### src/rtl/uart_pkg.sv
// uart_pkg -- shared definitions for the UART transmitter.
//   tx_state_t : FSM state encoding (PARITY exists only with UART_TX_PARITY_EN)
//   PAR_*      : parity mode select values (2'b11 also means no parity)
//   clog2      : ceiling log2 for port and counter widths
// Build option: define UART_TX_PARITY_EN to include the parity state.
package uart_pkg;

   typedef enum logic [2:0] {
      IDLE   = 3'd0,
      START  = 3'd1,
      DATA   = 3'd2,
`ifdef UART_TX_PARITY_EN
      PARITY = 3'd3,
`endif
      STOP   = 3'd4
   } tx_state_t;

   localparam logic [1:0] PAR_NONE = 2'b00;
   localparam logic [1:0] PAR_EVEN = 2'b01;
   localparam logic [1:0] PAR_ODD  = 2'b10;

   function automatic int clog2(input int value);
      int result;
      result = 0;
      while ((1 << result) < value) result++;
      return result;
   endfunction

endpackage

### src/rtl/uart_tx_fifo.sv
// uart_tx_fifo -- transmit word FIFO, power-of-2 depth, pointers wrap naturally.
// Ports:
//   clk, rst          clock, synchronous active-high reset
//   push, wr_data     write request (ignored while full)
//   pop, rd_data      read request (ignored while empty); rd_data shows head word
//   full, empty       occupancy flags
//   count             current occupancy, 0..DEPTH
module uart_tx_fifo
   import uart_pkg::*;
#(
   parameter int WIDTH = 8,
   parameter int DEPTH = 4
) (
   input  logic                     clk,
   input  logic                     rst,
   input  logic                     push,
   input  logic                     pop,
   input  logic [WIDTH-1:0]         wr_data,
   output logic [WIDTH-1:0]         rd_data,
   output logic                     full,
   output logic                     empty,
   output logic [clog2(DEPTH):0]    count
);

   localparam int AW = clog2(DEPTH);
   localparam int CW = AW + 1;

   logic [WIDTH-1:0] mem [DEPTH];
   logic [AW-1:0]    wr_ptr;
   logic [AW-1:0]    rd_ptr;
   logic             do_push;
   logic             do_pop;

   assign full    = (count == CW'(DEPTH));
   assign empty   = (count == '0);
   assign do_push = push && !full;
   assign do_pop  = pop && !empty;
   assign rd_data = mem[rd_ptr];

   always_ff @(posedge clk) begin
      if (do_push) mem[wr_ptr] <= wr_data;
   end

   always_ff @(posedge clk) begin
      if (rst) begin
         wr_ptr <= '0;
         rd_ptr <= '0;
         count  <= '0;
      end else begin
         if (do_push) wr_ptr <= wr_ptr + AW'(1);
         if (do_pop)  rd_ptr <= rd_ptr + AW'(1);
         case ({do_push, do_pop})
            2'b10:   count <= count + CW'(1);
            2'b01:   count <= count - CW'(1);
            default: count <= count;
         endcase
      end
   end

endmodule

### src/rtl/uart_tx_cfg.sv
// uart_tx_cfg -- configurable UART transmitter with a small transmit FIFO.
// Ports:
//   clk, rst          clock, synchronous active-high reset
//   i_baud_rate       one-clk oversample tick; OVERSAMPLE ticks per bit
//   i_valid, i_data   FIFO write (taken when o_ready)
//   o_ready           FIFO not full
//   i_parity_mode     00/11 none, 01 even, 10 odd (latched per frame)
//   i_stop2           two stop bits when 1 (latched per frame)
//   o_tx              registered serial line, idle high
//   o_busy            FSM not in IDLE
//   o_tx_done         one-clk pulse as the last stop bit ends on the line
//   o_fifo_count      FIFO occupancy
// Build option: UART_TX_PARITY_EN enables the parity bit; without it
// i_parity_mode is ignored and frames never carry parity.
//
// state  | meaning
// IDLE   | line high, pops the next word when the FIFO is non-empty
// START  | start bit (0)
// DATA   | NBITS data bits, LSB first
// PARITY | parity bit (parity builds only, skipped for mode none)
// STOP   | one or two stop bits (1)
module uart_tx_cfg
   import uart_pkg::*;
#(
   parameter int NBITS      = 8,
   parameter int OVERSAMPLE = 16,
   parameter int FIFO_DEPTH = 4
) (
   input  logic                          clk,
   input  logic                          rst,
   input  logic                          i_baud_rate,
   input  logic                          i_valid,
   input  logic [NBITS-1:0]              i_data,
   output logic                          o_ready,
   input  logic [1:0]                    i_parity_mode,
   input  logic                          i_stop2,
   output logic                          o_tx,
   output logic                          o_busy,
   output logic                          o_tx_done,
   output logic [clog2(FIFO_DEPTH):0]    o_fifo_count
);

   localparam int              TW        = clog2(OVERSAMPLE);
   localparam int              BW        = clog2(NBITS);
   localparam logic [TW-1:0]   TICK_LAST = TW'(OVERSAMPLE - 1);
   localparam logic [BW-1:0]   DATA_LAST = BW'(NBITS - 1);

   tx_state_t        state;
   tx_state_t        state_nxt;
   logic [TW-1:0]    tick_cnt;
   logic [BW-1:0]    bit_cnt;
   logic [NBITS-1:0] shift_reg;
   logic [NBITS-1:0] fifo_rd_data;
   logic             stop2_q;
   logic             bit_end;
   logic             fifo_pop;
   logic             fifo_empty;
   logic             fifo_full;
   logic             tx_bit;
   logic             frame_end;
   logic             done_pend;

`ifdef UART_TX_PARITY_EN
   logic             par_en_q;
   logic             par_bit_q;
`else
   logic             unused_parity_mode;
   assign unused_parity_mode = ^i_parity_mode;
`endif

   uart_tx_fifo #(
      .WIDTH (NBITS),
      .DEPTH (FIFO_DEPTH)
   ) u_fifo (
      .clk     (clk),
      .rst     (rst),
      .push    (i_valid),
      .pop     (fifo_pop),
      .wr_data (i_data),
      .rd_data (fifo_rd_data),
      .full    (fifo_full),
      .empty   (fifo_empty),
      .count   (o_fifo_count)
   );

   assign o_ready = ~fifo_full;
   assign o_busy  = (state != IDLE);

   // tick_cnt counts down the ticks left in the current bit
   assign bit_end = i_baud_rate && (tick_cnt == '0);

   always_comb begin
      state_nxt = state;
      fifo_pop  = 1'b0;
      tx_bit    = 1'b1;
      frame_end = 1'b0;
      case (state)
         IDLE: begin
            if (!fifo_empty) begin
               fifo_pop  = 1'b1;
               state_nxt = START;
            end
         end
         START: begin
            tx_bit = 1'b0;
            if (bit_end) state_nxt = DATA;
         end
         DATA: begin
            tx_bit = shift_reg[0];
            if (bit_end && bit_cnt == '0) begin
`ifdef UART_TX_PARITY_EN
               state_nxt = par_en_q ? PARITY : STOP;
`else
               state_nxt = STOP;
`endif
            end
         end
`ifdef UART_TX_PARITY_EN
         PARITY: begin
            tx_bit = par_bit_q;
            if (bit_end) state_nxt = STOP;
         end
`endif
         STOP: begin
            if (bit_end && bit_cnt == '0) begin
               state_nxt = IDLE;
               frame_end = 1'b1;
            end
         end
         default: state_nxt = IDLE;
      endcase
   end

   // o_tx trails the state by one clk; done_pend delays o_tx_done by the
   // same amount so the pulse lines up with the end of the stop bit on the line.
   always_ff @(posedge clk) begin
      if (rst) begin
         state     <= IDLE;
         tick_cnt  <= '0;
         bit_cnt   <= '0;
         shift_reg <= '0;
         stop2_q   <= 1'b0;
         done_pend <= 1'b0;
         o_tx      <= 1'b1;
         o_tx_done <= 1'b0;
`ifdef UART_TX_PARITY_EN
         par_en_q  <= 1'b0;
         par_bit_q <= 1'b0;
`endif
      end else begin
         state     <= state_nxt;
         o_tx      <= tx_bit;
         done_pend <= frame_end;
         o_tx_done <= done_pend;
         if (fifo_pop) begin
            tick_cnt  <= TICK_LAST;
            bit_cnt   <= '0;
            shift_reg <= fifo_rd_data;
            stop2_q   <= i_stop2;
`ifdef UART_TX_PARITY_EN
            par_en_q  <= (i_parity_mode == PAR_EVEN) || (i_parity_mode == PAR_ODD);
            par_bit_q <= (i_parity_mode == PAR_ODD) ? ~^fifo_rd_data : ^fifo_rd_data;
`endif
         end else if (bit_end && state != IDLE) begin
            tick_cnt <= TICK_LAST;
            if (state == DATA) shift_reg <= shift_reg >> 1;
            if (state_nxt != state) begin
               case (state_nxt)
                  DATA:    bit_cnt <= DATA_LAST;
                  STOP:    bit_cnt <= BW'(stop2_q);
                  default: bit_cnt <= '0;
               endcase
            end else begin
               bit_cnt <= bit_cnt - BW'(1);
            end
         end else if (i_baud_rate) begin
            tick_cnt <= tick_cnt - TW'(1);
         end
      end
   end

endmodule

### config.mk
export PLATFORM = sky130hd
export DESIGN_NAME = uart_tx_cfg
export DESIGN_NICKNAME = d
export VERILOG_FILES = /design/src/rtl/uart_pkg.sv /design/src/rtl/uart_tx_fifo.sv /design/src/rtl/uart_tx_cfg.sv
export SDC_FILE = /design/constraint.sdc
export NUM_CORES = 1
export LEC_CHECK = 0
export BUFFER_PORTS_ARGS = -buffer_cell sky130_fd_sc_hd__buf_2
export CAP_MARGIN = 0
export CELL_PAD_IN_SITES_DETAIL_PLACEMENT = 0
export CELL_PAD_IN_SITES_GLOBAL_PLACEMENT = 2
export CORE_AREA = 2 2 91 93
export DETAILED_ROUTE_END_ITERATION = 6
export DIE_AREA = 0 0 93 95
export PLACE_DENSITY_LB_ADDON = 0.1
export SYNTH_ARGS = -nofsm -noshare
export SYNTH_HDL_FRONTEND = slang
export SYNTH_SLANG_ARGS = --single-unit
### constraint.sdc
create_clock -name clk -period 2.2 [get_ports clk]
set_clock_uncertainty 0.15 [all_clocks]
set_input_delay 0.11 -clock clk [delete_from_list [all_inputs] [get_ports clk]]
set_output_delay 0.11 -clock clk [all_outputs]
set_load 0.01 [all_outputs]
# --- Word-level counts from Yosys, hierarchy flattened ---
# Memories as Yosys holds them, arrays and structs flattened. A register that Yosys moved wholly into a read port is not among the register bits.
# Index checks and enable logic that the tools add are counted.
word_totals:
  register_bits: 29
  mem_bits_rw: 32
  input_bits: 15
  out_inout_bits: 7
  word_cells: 70
  memories: 1
op_classes:
  n_addsub: 6
  n_eq_ne: 9
  muxes: 22
  n_bitwise: 2
  reduce_logical: 19
mem_list:
  columns: ["name", "words", "word_bits", "rd", "rd_clocked_by_memory_dff", "write_ports", "line", "rtl"]
  rows:
  - ["u_fifo.mem", 4, 8, 1, 1, 1, "uart_tx_fifo.sv:28", "logic [WIDTH-1:0] mem [DEPTH];"]
ops:
  columns: ["operator", "n"]
  rows:
  - ["$mux W8", 3]
  - ["$mux W3", 5]
  - ["$mux W4", 3]
  - ["$pmux W3 S2", 2]
  - ["$pmux W3 S4", 1]
  - ["$eq A3 B3 Y1 const B", 3]
  - ["$logic_not A3 Y1", 3]
  - ["$eq A3 B2 Y1 const B", 2]
  - ["$reduce_bool A2 Y1", 3]
  - ["$reduce_bool A3 Y1", 2]
  - ["$sub A3 B1 Y3 const B", 2]
  - ["$logic_and A1 B1 Y1", 5]
  - ["$mux W1", 5]
  - ["$add A2 B1 Y2 const B", 2]
  - ["$logic_not A4 Y1", 1]
  - ["$mux W2", 2]
  - ["$reduce_or A2 Y1", 2]
  - ["$sub A4 B1 Y4 const B", 1]
  - ["$add A3 B1 Y3 const B", 1]
  - ["$eq A3 B1 Y1 const B", 1]
  - ["$ne A3 B3 Y1", 1]
  - ["$eq A2 B1 Y1 const B", 1]
  - ["$eq A2 B2 Y1 const B", 1]
  - ["$logic_not A1 Y1", 2]
  - ["3 further kinds", 4]

# --- Longest topological paths before layout ---
# Gate-level depths: netlist of run 1.
logic_depth:
  ltp_word: 8
  depth_mapped: 11
  mapped_depth_nobuf: 10

# --- Cells and area by module ---
# A second synthesis of run 1 with hierarchy kept.
hier_totals:
  hier_cells: 222
  hier_area_um2: 2785.2
modules_own_cells:
  columns: ["module", "instances", "cells_each", "area_per_inst_um2", "seq_area_each_um2"]
  rows:
  - ["uart_tx_fifo", 1, 96, 1630.3, 1141.1]
  - ["uart_tx_cfg", 1, 126, 1154.9, 440.4]

# --- Worst setup path before layout of run 1 ---
# No wires, ideal clock.
synth_timing:
  path_kind: "flip-flop to flip-flop"
  startpoint: "register state[1]"
  endpoint: "register u_fifo.count[2]"
  setup_ns: 0.071
  arrival_time_ns: 2.189
  required_ns: 1.979
  slack_ns: -0.209
  path_stages_with_launch: 12
  path_buffers: 2
  path_cell_list: "dfxtp_1 -> buf_2 -> nor3_4 -> nand2_4 -> inv_4 -> buf_2 -> ha_1 -> inv_1 -> fa_1 -> xor2_1 -> or3_1 -> a21oi_1"
synth_via:
  elab_chain_cells: 5
  word_cells_on_any_way: 7
  classes_between: "2 x eq/ne; 2 x mux; 3 x reduce/logical"
synth_rtl:
  columns: ["element", "line", "rtl"]
  rows:
  - ["start, declared", "uart_tx_cfg.sv:48", "tx_state_t state;"]
  - ["start signal, assigned", "uart_tx_cfg.sv:151", "state <= state_nxt;"]
  - ["$logic_not A3 Y1 *", "uart_tx_cfg.sv:97", "case (state)"]
  - ["$mux W1 *", "uart_tx_cfg.sv:97", null]
  - ["named net fifo_pop", "uart_tx_cfg.sv:56", "logic fifo_pop;"]
  - ["$logic_and A1 B1 Y1 *", "uart_tx_fifo.sv:37", "assign do_pop = pop && !empty;"]
  - ["$eq A2 B1 Y1 or $eq A2 B2 Y1 (tied branches)", "uart_tx_fifo.sv:52", "case ({do_push, do_pop})"]
  - ["$pmux W3 S2 or $reduce_bool A2 Y1 (tied branches)", null, null]
  - ["end signal, assigned", "uart_tx_fifo.sv:53", "2'b10: count <= count + CW'(1);"]
  - ["end signal, assigned", "uart_tx_fifo.sv:54", "2'b01: count <= count - CW'(1);"]
  - ["end signal, assigned", "uart_tx_fifo.sv:55", "default: count <= count;"]
  - ["end, declared", "uart_tx_fifo.sv:22", "output logic [clog2(DEPTH):0] count"]
# The timed path passes the listed nets; every way through them passes the cells marked *.
# A chain may end at the register's enable or synchronous reset.

# --- Final worst setup path of run 1 ---
layout_timing:
  startpoint: "register u_fifo.count[0]"
  endpoint: "register u_fifo.count[2]"
layout_via:
  elab_chain_cells: 6
  word_cells_on_any_way: 14
  classes_between: "2 x add/sub; 3 x eq/ne; 3 x mux; 6 x reduce/logical"
layout_rtl:
  columns: ["element", "line", "rtl"]
  rows:
  - ["$logic_not A3 Y1", "uart_tx_fifo.sv:35", "assign empty = (count == '0);"]
  - ["$mux W1", "uart_tx_cfg.sv:99", "if (!fifo_empty) begin"]
  - ["$mux W1", "uart_tx_cfg.sv:97", null]
  - ["$logic_and A1 B1 Y1", "uart_tx_fifo.sv:37", null]
  - ["$eq A2 B1 Y1 or $eq A2 B2 Y1 (tied branches)", "uart_tx_fifo.sv:52", null]
  - ["$pmux W3 S2 or $reduce_bool A2 Y1 (tied branches)", null, null]
# Several ways; a longest one is shown, not always the timed one.

==> implementation parameters, run 1 <==
Parameter                              Value

Run status
  Run status    finished clean

Hold path
  Number of cells on the worst hold path    4
  Beginning of the worst hold path    i_valid
  Hold Crit Class    in -> reg
  Hold endpoint    u_fifo.wr_ptr[1]$_SDFFE_PP0P_

Final layout
  Layout cell share with drive strength beyond 1    27.4%
  Number of nets at the end of the flow    294
  Diode insertion count for antenna repair    0
  Final core area utilization    41.8%
  Number of flip-flops under the largest register name    32
  Filler Cells Inserted    795
  Area overhead of the layout relative to synthesis    18.9%

Power and ir drop
  P_leak    1.21 nW
  Power density of the placed cells    1140 mW/mm^2
  Worst VDD drop    512 uV
  Post-layout total power    3.78 mW

Worst setup path
  FF-to-FF path depth    10
  Category of the worst setup path capture point    register
  Critical Path AT    2.20 ns
  Reg2reg setup slack    0.11 ns
  Data required time of the worst path    2.31 ns
  Terminus of the critical flop-to-flop path    u_fifo.count[2]$_SDFFE_PP0P_
  CP max FO    3
  Critical path class    reg -> reg
  Nature of the critical path startpoint    register
  Critical register-to-register path startpoint    u_fifo.count[0]$_SDFFE_PP0P_

STA
  Post-layout minimum cycle time    2.09 ns
  Transition time at the pin with the least slew margin    0.650 ns
  Final count of pins violating max slew    0
  Setup-violating endpoint count in the final report    0
  Final hold viol count    0
  Final critical-path share of the clock period    94.8%
  Final hold slack    0.0510 ns
  Relative slew slack    56.7%
  Max Freq    480 MHz
  Fin Setup TNS    0 ns
  Final critical-path setup slack    0.115 ns
  Setup repair after global routing missed its margin    true

Global route
  Residual overflow from global routing    0
  Wire length of the first global-routing pass    8780 um
  Largest net degree at the start of global routing    29
  Via count of the first global-routing pass    1785
  GRT Total Usage    13.3%
  Number of antenna violations at the first check in global routing    0

Placed design
  Post-placement worst setup slack    0.0464 ns
  DP Wirelength    3470 um
  Placer's final routability congestion estimate    0.682
  Port Buffers    19

Synthesis
  Count of warnings emitted by yosys    0
  Count of mapped cells out of synthesis    233
  Most used flip-flop cell after synthesis    edfxtp_1
  Proportion of synthesized chip area in sequential cells    56.8%
  Synthesized net count    258
  Post-synth cell types    39
  Area of the mapped netlist    0.00279 mm^2
  Fraction of synthesized cell area taken by the top area cell type    34.5%
  Share of synthesized registers carrying an async set or reset    0%
  Most instantiated cells after synthesis    edfxtp_1 (32), dfxtp_1 (31), nand2_1 (26)
  Most area-consuming cells after synthesis    edfxtp_1 (34%), dfxtp_1 (22%), mux4_2 (6.5%)
  Synth Area per Inst    12.0 um^2
  Post-synthesis register bit count    63
  Dominant cell type by area after synthesis    edfxtp_1
  Leading cell type by number of instances after synthesis    edfxtp_1
  Number of synthesized flops with an enable pin    32

CTS
  Setup repair bufs after CTS    0
  CTS tree    yes
  Skew-Pair Late Insertion Delay    0.34 ns
  Sink Count    63
  Total clock buffers created by CTS    9
  Clock Root Buffer    clkbuf_8
  Clk pin slew, worst setup/hold paths    0.08 ns
  Maximum number of buffers from clock root to sink    2
  Number of H-tree levels    3

Routing
  Per-cell routed wire length    13.9 um
  Vias    1790
  First-pass iteration count of the detailed router    4
  DRT Wirelength    5270 um
  DRC Markers    0
  Via count normalized by instance count    4.72
  Detail Route Antenna Nets    0
  1st-iter DRT viols    49

Floorplanning
  Die extent in y    95 um
  Initial Util    35.1%
  Top-level I/O count    22
  X dimension of the die    93 um
  # rows    33
  Die area    0.00884 mm^2
  Area of the core region    0.00793 mm^2

Run
  Maximum Capacitance Violations    0
cells in the final DEF (no fill, tap or decap), types with 5 or more instances in the layout:
| master | netlist | final |
|---|---|---|
| a311oi_2 | 7 | 7 |
| inv_1 | 13 | 10 |
| a21oi_1 | 15 | 15 |
| clkbuf_8 | 0 | 9 |
| dfxtp_1 | 31 | 28 |
| o21a_1 | 5 | 5 |
| nor2_1 | 24 | 24 |
| o21ai_0 | 7 | 7 |
| mux4_2 | 8 | 8 |
| edfxtp_1 | 32 | 32 |
| dlygate4sd3_1 | 0 | 10 |
| nand2_1 | 26 | 26 |
| ha_1 | 9 | 8 |
| buf_4 | 0 | 8 |
| buf_2 | 6 | 19 |
area by class of cell:
| cell class | count | area (um^2) | share of cell area, % |
|---|---|---|---|
| Timing Repair Buffer | 37 | 255 | 7.71 |
| Tap cell | 105 | 131 | 3.97 |
| Clock inverter | 7 | 56.3 | 1.70 |
| Clock buffer | 9 | 124 | 3.74 |
| Multi-Input combinational cell | 144 | 1100 | 33.4 |
| Inverter | 14 | 55.1 | 1.66 |
| Sequential cell | 63 | 1590 | 47.9 |
cells by family (layout without fill, tap and decap cells):
| group | count (synthesis) | after routing | share of synthesized area (%) |
|---|---|---|---|
| flops | 63 | 63 | 56.8 |
| simple gates | 75 | 75 | 13.2 |
| xor+xnor | 6 | 6 | 1.89 |
| buf+inv | 26 | 67 | 4.40 |
| compound gates | 44 | 44 | 12.2 |
| fa+ha+maj | 10 | 10 | 4.76 |
| mux | 9 | 9 | 6.87 |
worst max-delay path by stage:
stage | startpoint | to | slack, ns | cells past startpoint
5_1_grt | u_fifo.count[0]$_SDFFE_PP0P_ | u_fifo.count[2]$_SDFFE_PP0P_ | -0.004 | 10
3_3_place_gp | u_fifo.count[1]$_SDFFE_PP0P_ | u_fifo.count[2]$_SDFFE_PP0P_ | 0.07 | 10
2_1_floorplan | state[0]$_SDFF_PP0_ | u_fifo.count[2]$_SDFFE_PP0P_ | 0.01 | 11
4_1_cts | u_fifo.count[1]$_SDFFE_PP0P_ | u_fifo.count[2]$_SDFFE_PP0P_ | 0.02 | 10
3_5_place_dp | u_fifo.count[1]$_SDFFE_PP0P_ | u_fifo.count[2]$_SDFFE_PP0P_ | 0.05 | 10
6_report | u_fifo.count[0]$_SDFFE_PP0P_ | u_fifo.count[2]$_SDFFE_PP0P_ | 0.11 | 10
metrics by stage:
stage          area, um^2  cells
2_1_floorplan        2820    233
4_1_cts              3310    379
5_1_grt              3310    379
3_5_place_dp         3030    353
6_report             3310    379
3_3_place_gp         3030    353
per-layer routing:
metal	wire length (um)	track usage, %	up-vias	share of wire (%)
met5	0	0	-	0
met4	87	6.62	0	1.7
met3	170	2.95	7	3.2
met2	2500	21.7	32	47
met1	2510	16.7	841	48
li1	-	-	910	-
critical path, stage by stage (launching register included):
cell	delay, ns
dfxtp_2	0.33
buf_4	0.13
or3_4	0.39
nand2_4	0.08
inv_4	0.04
ha_4	0.15
inv_1	0.06
fa_2	0.18
xor2_1	0.07
or3_1	0.31
a21oi_1	0.12
where the power goes:
| group | switching, mW | total (mW) | internal [mW] |
|---|---|---|---|
| Combinational | 0.716 | 1.28 | 0.566 |
| Clock | 0.496 | 0.917 | 0.422 |
| Sequential | 0.119 | 1.58 | 1.46 |
| Total | 1.33 | 3.78 | 2.45 |
repair_timing:
item                       in CTS  in global routing
hold endpoints to repair       34                  0
setup endpoints to repair       0                  1
hold buffers                   10                  0
resized for setup               0                  7
Note: power is estimated with default switching activity, not from simulation.
==> inputs of run 2 (changes only) <==
- CORE_AREA: 2 2 91 93 -> 2 2 84 86
- DIE_AREA: 0 0 93 95 -> 0 0 86 88
- clock period: 2.2 -> 2.4 ns (I/O delays scaled with it)
==> run 2 against run 1 <==
Against the previous run:
- count of clock-buffer cells in the layout did not move
- core utilization rose by 6.8 points
- total power fell by 10%
- sequential power fell by 7%
- non-clock buffer count fell by 3
- wire length fell by 6.6%
- combinational power fell by 14%
- global-route usage rose by 1.3 points
- sequential cell count did not move
- critical endpoint unchanged
==> implementation parameters, run 2 (synthesized netlist as in run 1, its figures left out) <==
Parameter                              Value

Global route
  GRT Total Usage    14.6% (was 13.3%)
  Met3 track utilization from global routing    3.39% (was 2.95%)
  Met1 GRT Util    18.8% (was 16.7%)
  Residual overflow from global routing    0 (unchanged)
  Grt peak-use layer    met2 (unchanged)
  Global routing met2 resource utilization    23.3% (was 21.7%)
  Wire length of the first global-routing pass    8310 um (was 8780 um)
  Number of antenna violations at the first check in global routing    0 (unchanged)
  Largest net degree at the start of global routing    29 (unchanged)
  Via count of the first global-routing pass    1756 (was 1785)

CTS
  Clock Root Buffer    clkbuf_8 (unchanged)
  Sink Count    63 (unchanged)
  Total clock buffers created by CTS    9 (unchanged)
  Maximum number of buffers from clock root to sink    2 (unchanged)
  CTS tree    yes (unchanged)
  Clk pin slew, worst setup/hold paths    0.08 ns (about the same)
  Skew-Pair Late Insertion Delay    0.34 ns (about the same)
  Number of H-tree levels    3 (unchanged)

STA
  Relative slew slack    59.6% (was 56.7%)
  Fin Setup TNS    0 ns (unchanged)
  Setup-violating endpoint count in the final report    0 (unchanged)
  Setup repair after global routing missed its margin    false (was true)
  Final critical-path share of the clock period    91.8% (was 94.8%)
  Final hold slack    0.00852 ns (was 0.0510 ns)
  Max Freq    454 MHz (was 480 MHz)
  Post-layout minimum cycle time    2.20 ns (was 2.09 ns)
  Final hold viol count    0 (unchanged)
  Final critical-path setup slack    0.196 ns (was 0.115 ns)
  Transition time at the pin with the least slew margin    0.606 ns (was 0.650 ns)
  Final count of pins violating max slew    0 (unchanged)

Routing
  1st-iter DRT viols    54 (was 49)
  Detail Route Antenna Nets    0 (unchanged)
  Per-cell routed wire length    14.0 um (was 13.9 um)
  DRC Markers    0 (unchanged)
  DRT Wirelength    4920 um (was 5270 um)
  First-pass iteration count of the detailed router    4 (unchanged)
  Via count normalized by instance count    5.01 (was 4.72)
  Vias    1759 (was 1790)

Final layout
  Leading cell types in the layout, fill and taps excluded    edfxtp_1 (32), dfxtp_1 (31), nand2_1 (26) (was edfxtp_1 (32), dfxtp_1 (28), nand2_1 (26))
  Most common library cell in the layout ignoring fill and taps    edfxtp_1 (unchanged)
  Final core area utilization    48.6% (was 41.8%)
  Non-filler cells in the finished layout    351 (was 379)
  Layout cell share with drive strength beyond 1    23.6% (was 27.4%)
  Diode insertion count for antenna repair    0 (unchanged)
  Area overhead of the layout relative to synthesis    15.9% (was 18.9%)
  Number of nets at the end of the flow    291 (was 294)
  Number of flip-flops under the largest register name    32 (unchanged)

Worst setup path
  Gate family responsible for the most delay along the worst path    simple AND/OR/NAND/NOR gates (unchanged)
  Buffer and inverter count on the worst path    3 (unchanged)
  Critical register-to-register path startpoint    u_fifo.count[0]$_SDFFE_PP0P_ (unchanged)
  Terminus of the critical flop-to-flop path    u_fifo.count[2]$_SDFFE_PP0P_ (unchanged)
  Critical path class    reg -> reg (unchanged)
  CP max FO    4 (was 3)
  Depth of the critical timing path with buffers and inverters included    10 (unchanged)
  FF-to-FF path depth    10 (unchanged)
  Worst setup path end    u_fifo.count[2]$_SDFFE_PP0P_ (unchanged)
  Cell type with the highest occurrence count on the critical path    inv_1
  Nature of the critical path startpoint    register (unchanged)
  Largest incremental delay on the critical path    0.37 ns (was 0.39 ns)
  Ordered cell list for the critical path    inv_1 > nand3_1 > and2_4 > inv_1 > ha_1 > inv_1 > fa_1 > xor2_1 > or3_1 > a21oi_1 (was buf_4 > or3_4 > nand2_4 > inv_4 > ha_4 > inv_1 > fa_2 > xor2_1 > or3_1 > a21oi_1)
  Slowest cell on the critical path    fa_1 (was or3_4)
  Data required time of the worst path    2.52 ns (was 2.31 ns)
  Reg2reg setup slack    0.20 ns (was 0.11 ns)
  Launching instance or port of the critical path    u_fifo.count[0]$_SDFFE_PP0P_ (unchanged)
  Critical Path AT    2.32 ns (was 2.20 ns)
  Category of the worst setup path capture point    register (unchanged)

Placed design
  Port Buffers    19 (unchanged)
  Post-placement worst setup slack    0.182 ns (was 0.0464 ns)
  DP Wirelength    3310 um (was 3470 um)
  Inst Count DP    326 (was 353)
  Placer's final routability congestion estimate    0.786 (was 0.682)

Floorplanning
  Die extent in y    88 um (was 95 um)
  Top-level I/O count    22 (unchanged)
  X dimension of the die    86 um (was 93 um)
  Area of the core region    0.00664 mm^2 (was 0.00793 mm^2)
  Die area    0.00757 mm^2 (was 0.00884 mm^2)
  Initial Util    41.9% (was 35.1%)
  # rows    30 (was 33)

Run status
  Run status    finished clean (unchanged)

Power and ir drop
  Worst VDD drop    481 uV (was 512 uV)
  Power density of the placed cells    1050 mW/mm^2 (was 1140 mW/mm^2)
  P_leak    1.19 nW (was 1.21 nW)

Hold path
  Hold Crit Class    in -> reg (unchanged)
  Beginning of the worst hold path    i_baud_rate (was i_valid)

Run
  Maximum Capacitance Violations    0 (unchanged)
run 2: layout make-up:
type | instances | area [um^2]
clock buffer | 9 | 124
clock inverter | 7 | 55.1
fill | 612 | 3410
inverter | 14 | 55.1
multi-input combinational | 144 | 1080
sequential | 63 | 1580
tap | 80 | 100
timing repair buffer | 34 | 230
run 2: how the worst min path moves through the flow:
stage          slack, ns  depth (start not counted)                         end
2_1_floorplan       0.07                          0  u_fifo.mem[0][0]$_DFFE_PP_
3_3_place_gp        0.19                          1  u_fifo.mem[1][4]$_DFFE_PP_
5_1_grt             0.07                          3    tick_cnt[0]$_SDFFE_PP0P_
3_5_place_dp        0.19                          1  u_fifo.mem[0][2]$_DFFE_PP_
4_1_cts            0.009                          4    tick_cnt[1]$_SDFFE_PP0P_
6_report           0.009                          4    tick_cnt[1]$_SDFFE_PP0P_
run 2: timing repair:
item	in CTS	in global routing
hold endpoints to repair	33	0
buffers inserted	0	0
hold buffers	9	0
setup endpoints to repair	0	1
gates resized for setup	0	1
run 2: through the flow:
step                power, mW  cell area [um^2]
detailed placement       2.60              2960
floorplan                2.36              2790
finish                   3.40              3230
global placement         2.60              2960
global route             3.65              3230
CTS                      3.45              3230
run 2: where the power goes:
group | leakage [nW] | internal (mW) | total (mW) | switching [mW]
clock | 0.0866 | 0.384 | 0.832 | 0.448
sequential | 0.548 | 1.34 | 1.47 | 0.133
combinational | 0.559 | 0.485 | 1.10 | 0.614
run 2: tightest hold or removal path, cell delays in order:
cell	delay, ns
buf_2	0.15
nand2_1	0.06
o21ai_0	0.06
a21oi_1	0.06
run 2: layer usage:
metal	wire, um	vias up
met5	0	-
met4	95	0
met3	124	8
met2	2340	25
met1	2360	821
li1	-	905
==> inputs of run 3 (changes only) <==
- ABC_AREA: unset -> 1
- BUFFER_PORTS_ARGS: -buffer_cell sky130_fd_sc_hd__buf_2 -> -buffer_cell sky130_fd_sc_hd__buf_4
- CORE_AREA: 2 2 84 86 -> 2 2 86 88
- DIE_AREA: 0 0 86 88 -> 0 0 88 90
==> run 3 against run 2 <==
Against the previous run:
- synthesized area decreased by 2.2%
- sequential share of layout area decreased by 1.4 points
- first-iteration DRC count decreased by 43%
- combinational power increased by 15%
- critical endpoint unchanged
==> implementation parameters, run 3 <==
Parameter                              Value

Synthesis
  Post-synthesis register bit count    63 (unchanged)
  Area of the mapped netlist    0.00273 mm^2 (was 0.00279 mm^2)
  Leading cell type by number of instances after synthesis    o21ai_0 (was edfxtp_1)
  Most used flip-flop cell after synthesis    edfxtp_1 (unchanged)
  Synthesized net count    311 (was 258)
  Share of synthesized registers carrying an async set or reset    0% (unchanged)
  Most instantiated cells after synthesis    o21ai_0 (38), nor2_1 (33), edfxtp_1 (32), nand2_1 (32) (was edfxtp_1 (32), dfxtp_1 (31), nand2_1 (26))
  Most area-consuming cells after synthesis    edfxtp_1 (35%), dfxtp_1 (23%), o21ai_0 (7.0%) (was edfxtp_1 (34%), dfxtp_1 (22%), mux4_2 (6.5%))
  Synth Area per Inst    9.53 um^2 (was 12.0 um^2)
  Number of synthesized flops with an enable pin    32 (unchanged)
  Count of mapped cells out of synthesis    286 (was 233)
  Post-synth cell types    29 (was 39)
  Count of warnings emitted by yosys    0 (unchanged)
  Dominant cell type by area after synthesis    edfxtp_1 (unchanged)
  Proportion of synthesized chip area in sequential cells    58.0% (was 56.8%)
  Fraction of synthesized cell area taken by the top area cell type    35.2% (was 34.5%)

Final layout
  Diode insertion count for antenna repair    0 (unchanged)
  Layout cell share with drive strength beyond 1    17.7% (was 23.6%)
  Area overhead of the layout relative to synthesis    22.0% (was 15.9%)
  Most common library cell in the layout ignoring fill and taps    o21ai_0 (was edfxtp_1)
  Leading cell types in the layout, fill and taps excluded    o21ai_0 (38), nor2_1 (33), nand2_1 (32), edfxtp_1 (32) (was edfxtp_1 (32), dfxtp_1 (31), nand2_1 (26))
  Number of nets at the end of the flow    353 (was 291)
  Number of flip-flops under the largest register name    32 (unchanged)
  Non-filler cells in the finished layout    432 (was 351)

STA
  Max Freq    483 MHz (was 454 MHz)
  Final critical-path share of the clock period    86.3% (was 91.8%)
  Setup-violating endpoint count in the final report    0 (unchanged)
  Final hold viol count    0 (unchanged)
  Setup repair after global routing missed its margin    false (unchanged)
  Post-layout minimum cycle time    2.07 ns (was 2.20 ns)
  Final hold slack    0.0808 ns (was 0.00852 ns)
  Fin Setup TNS    0 ns (unchanged)
  Final count of pins violating max slew    0 (unchanged)
  Transition time at the pin with the least slew margin    0.591 ns (was 0.606 ns)
  Relative slew slack    60.5% (was 59.6%)

Worst setup path
  CP max FO    5 (was 4)
  Category of the worst setup path capture point    register (unchanged)
  Terminus of the critical flop-to-flop path    u_fifo.count[2]$_SDFFE_PP0P_ (unchanged)
  Nature of the critical path startpoint    register (unchanged)
  Critical path class    reg -> reg (unchanged)
  Reg2reg setup slack    0.33 ns (was 0.20 ns)
  Data required time of the worst path    2.48 ns (was 2.52 ns)
  Critical register-to-register path startpoint    u_fifo.count[0]$_SDFFE_PP0P_ (unchanged)
  FF-to-FF path depth    11 (was 10)
  Critical Path AT    2.15 ns (was 2.32 ns)

Placed design
  Placer's final routability congestion estimate    0.773 (was 0.786)
  DP Wirelength    3710 um (was 3310 um)
  Inst Count DP    405 (was 326)
  Port Buffers    19 (unchanged)

CTS
  Total clock buffers created by CTS    9 (unchanged)
  Setup repair bufs after CTS    0 (unchanged)
  Maximum number of buffers from clock root to sink    2 (unchanged)
  Sink Count    63 (unchanged)
  Number of H-tree levels    3 (unchanged)
  Clk pin slew, worst setup/hold paths    0.07 ns (was 0.08 ns)
  CTS tree    yes (unchanged)
  Number of buffers inserted by hold repair at cts    11 (was 9)
  Number of gates resized after cts    0 (unchanged)
  Clock Root Buffer    clkbuf_8 (unchanged)
  Skew-Pair Late Insertion Delay    0.34 ns (about the same)

Global route
  Wire length of the first global-routing pass    8840 um (was 8310 um)
  GRT Total Usage    14.7% (was 14.6%)
  Residual overflow from global routing    0 (unchanged)
  Via count of the first global-routing pass    1897 (was 1756)
  Number of antenna violations at the first check in global routing    0 (unchanged)
  Largest net degree at the start of global routing    21 (was 29)

Routing
  DRT Wirelength    5420 um (was 4920 um)
  Per-cell routed wire length    12.5 um (was 14.0 um)
  1st-iter DRT viols    31 (was 54)
  Vias    2005 (was 1759)
  First-pass iteration count of the detailed router    4 (unchanged)
  DRC Markers    0 (unchanged)
  Detail Route Antenna Nets    0 (unchanged)
  Via count normalized by instance count    4.64 (was 5.01)

Hold path
  Hold Crit Class    in -> reg (unchanged)
  Beginning of the worst hold path    i_valid (was i_baud_rate)
  Hold endpoint    u_fifo.wr_ptr[0]$_SDFFE_PP0P_ (was tick_cnt[1]$_SDFFE_PP0P_)
  Number of cells on the worst hold path    4 (unchanged)

Floorplanning
  Die extent in y    90 um (was 88 um)
  X dimension of the die    88 um (was 86 um)
  Area of the core region    0.00702 mm^2 (was 0.00664 mm^2)
  Die area    0.00792 mm^2 (was 0.00757 mm^2)
  Top-level I/O count    22 (unchanged)
  # rows    31 (was 30)
  Initial Util    38.8% (was 41.9%)

Power and ir drop
  Worst VDD drop    495 uV (was 481 uV)
  Power density of the placed cells    1100 mW/mm^2 (was 1050 mW/mm^2)
  Post-layout total power    3.64 mW (was 3.40 mW)
  P_leak    1.37 nW (was 1.19 nW)

Run
  Maximum Capacitance Violations    0 (unchanged)

Run status
  Run status    finished clean (unchanged)
run 3: cell types whose count changed after synthesis, sizes merged, moves of 9 or more:
cell	change
o21ai	+34
inv	+21
nor2	+13
nand3	+12
a21oi	+9
run 3: layout make-up:
cell class,count,area [um^2]
Inverter,35,131
Fill cell,693,3690
Multi-Input combinational cell,180,975
Clock buffer,9,124
Timing Repair Buffer,39,320
Tap cell,99,124
Sequential cell,63,1580
Clock inverter,7,70.1
run 3: critical path, cell delays in order, from the launching register on:
cell and delay [ns]:
dfxtp_1 0.39, nor2_1 0.09, nand2_1 0.14, nand3_2 0.10
inv_2 0.07, ha_1 0.13, inv_1 0.06, fa_1 0.37
a21oi_1 0.14, o21ai_0 0.11, o21ai_0 0.15, a21oi_1 0.05
run 3: worst max-delay path by stage:
stage	from	endpoint	slack (ns)
3_3_place_gp	u_fifo.count[0]$_SDFFE_PP0P_	u_fifo.count[2]$_SDFFE_PP0P_	0.36
6_report	u_fifo.count[0]$_SDFFE_PP0P_	u_fifo.count[2]$_SDFFE_PP0P_	0.33
4_1_cts	u_fifo.count[0]$_SDFFE_PP0P_	u_fifo.count[2]$_SDFFE_PP0P_	0.34
3_5_place_dp	u_fifo.count[0]$_SDFFE_PP0P_	u_fifo.count[2]$_SDFFE_PP0P_	0.34
2_1_floorplan	u_fifo.count[0]$_SDFFE_PP0P_	u_fifo.count[2]$_SDFFE_PP0P_	0.20
5_1_grt	u_fifo.count[0]$_SDFFE_PP0P_	u_fifo.count[2]$_SDFFE_PP0P_	0.10
run 3: report_power, final:
part | leakage, nW | switching, mW | internal (mW)
sequential | 0.549 | 0.121 | 1.34
clock | 0.101 | 0.435 | 0.481
combinational | 0.723 | 0.790 | 0.476
run 3: cells by family after synthesis:
kind of cell	Yosys count	share of synthesized area, %
XOR/XNOR	2	0.643
AND/OR/NAND/NOR	91	15.5
flip-flops	63	58.0
buffers and inverters	43	6.24
adder cells (fa/ha/maj)	10	4.86
AO/OA/AOI/OAI	77	14.8
run 3: layer usage:
| layer | global-route usage, % | part of all wire [%] |
|---|---|---|
| met4 | 6.92 | 2.0 |
| met2 | 24.6 | 49 |
| met3 | 3.40 | 2.5 |
| met1 | 17.4 | 47 |
| met5 | 0 | 0 |
run 3: per-stage QoR:
step	worst slack (ns)	utilization (%)	area [um^2]
detailed placement	0.340	43.0	3020
floorplan	0.202	-	2730
global route	0.104	47.4	3330
global placement	0.355	43.0	3020
finish	0.329	47.4	3330
CTS	0.337	47.4	3330
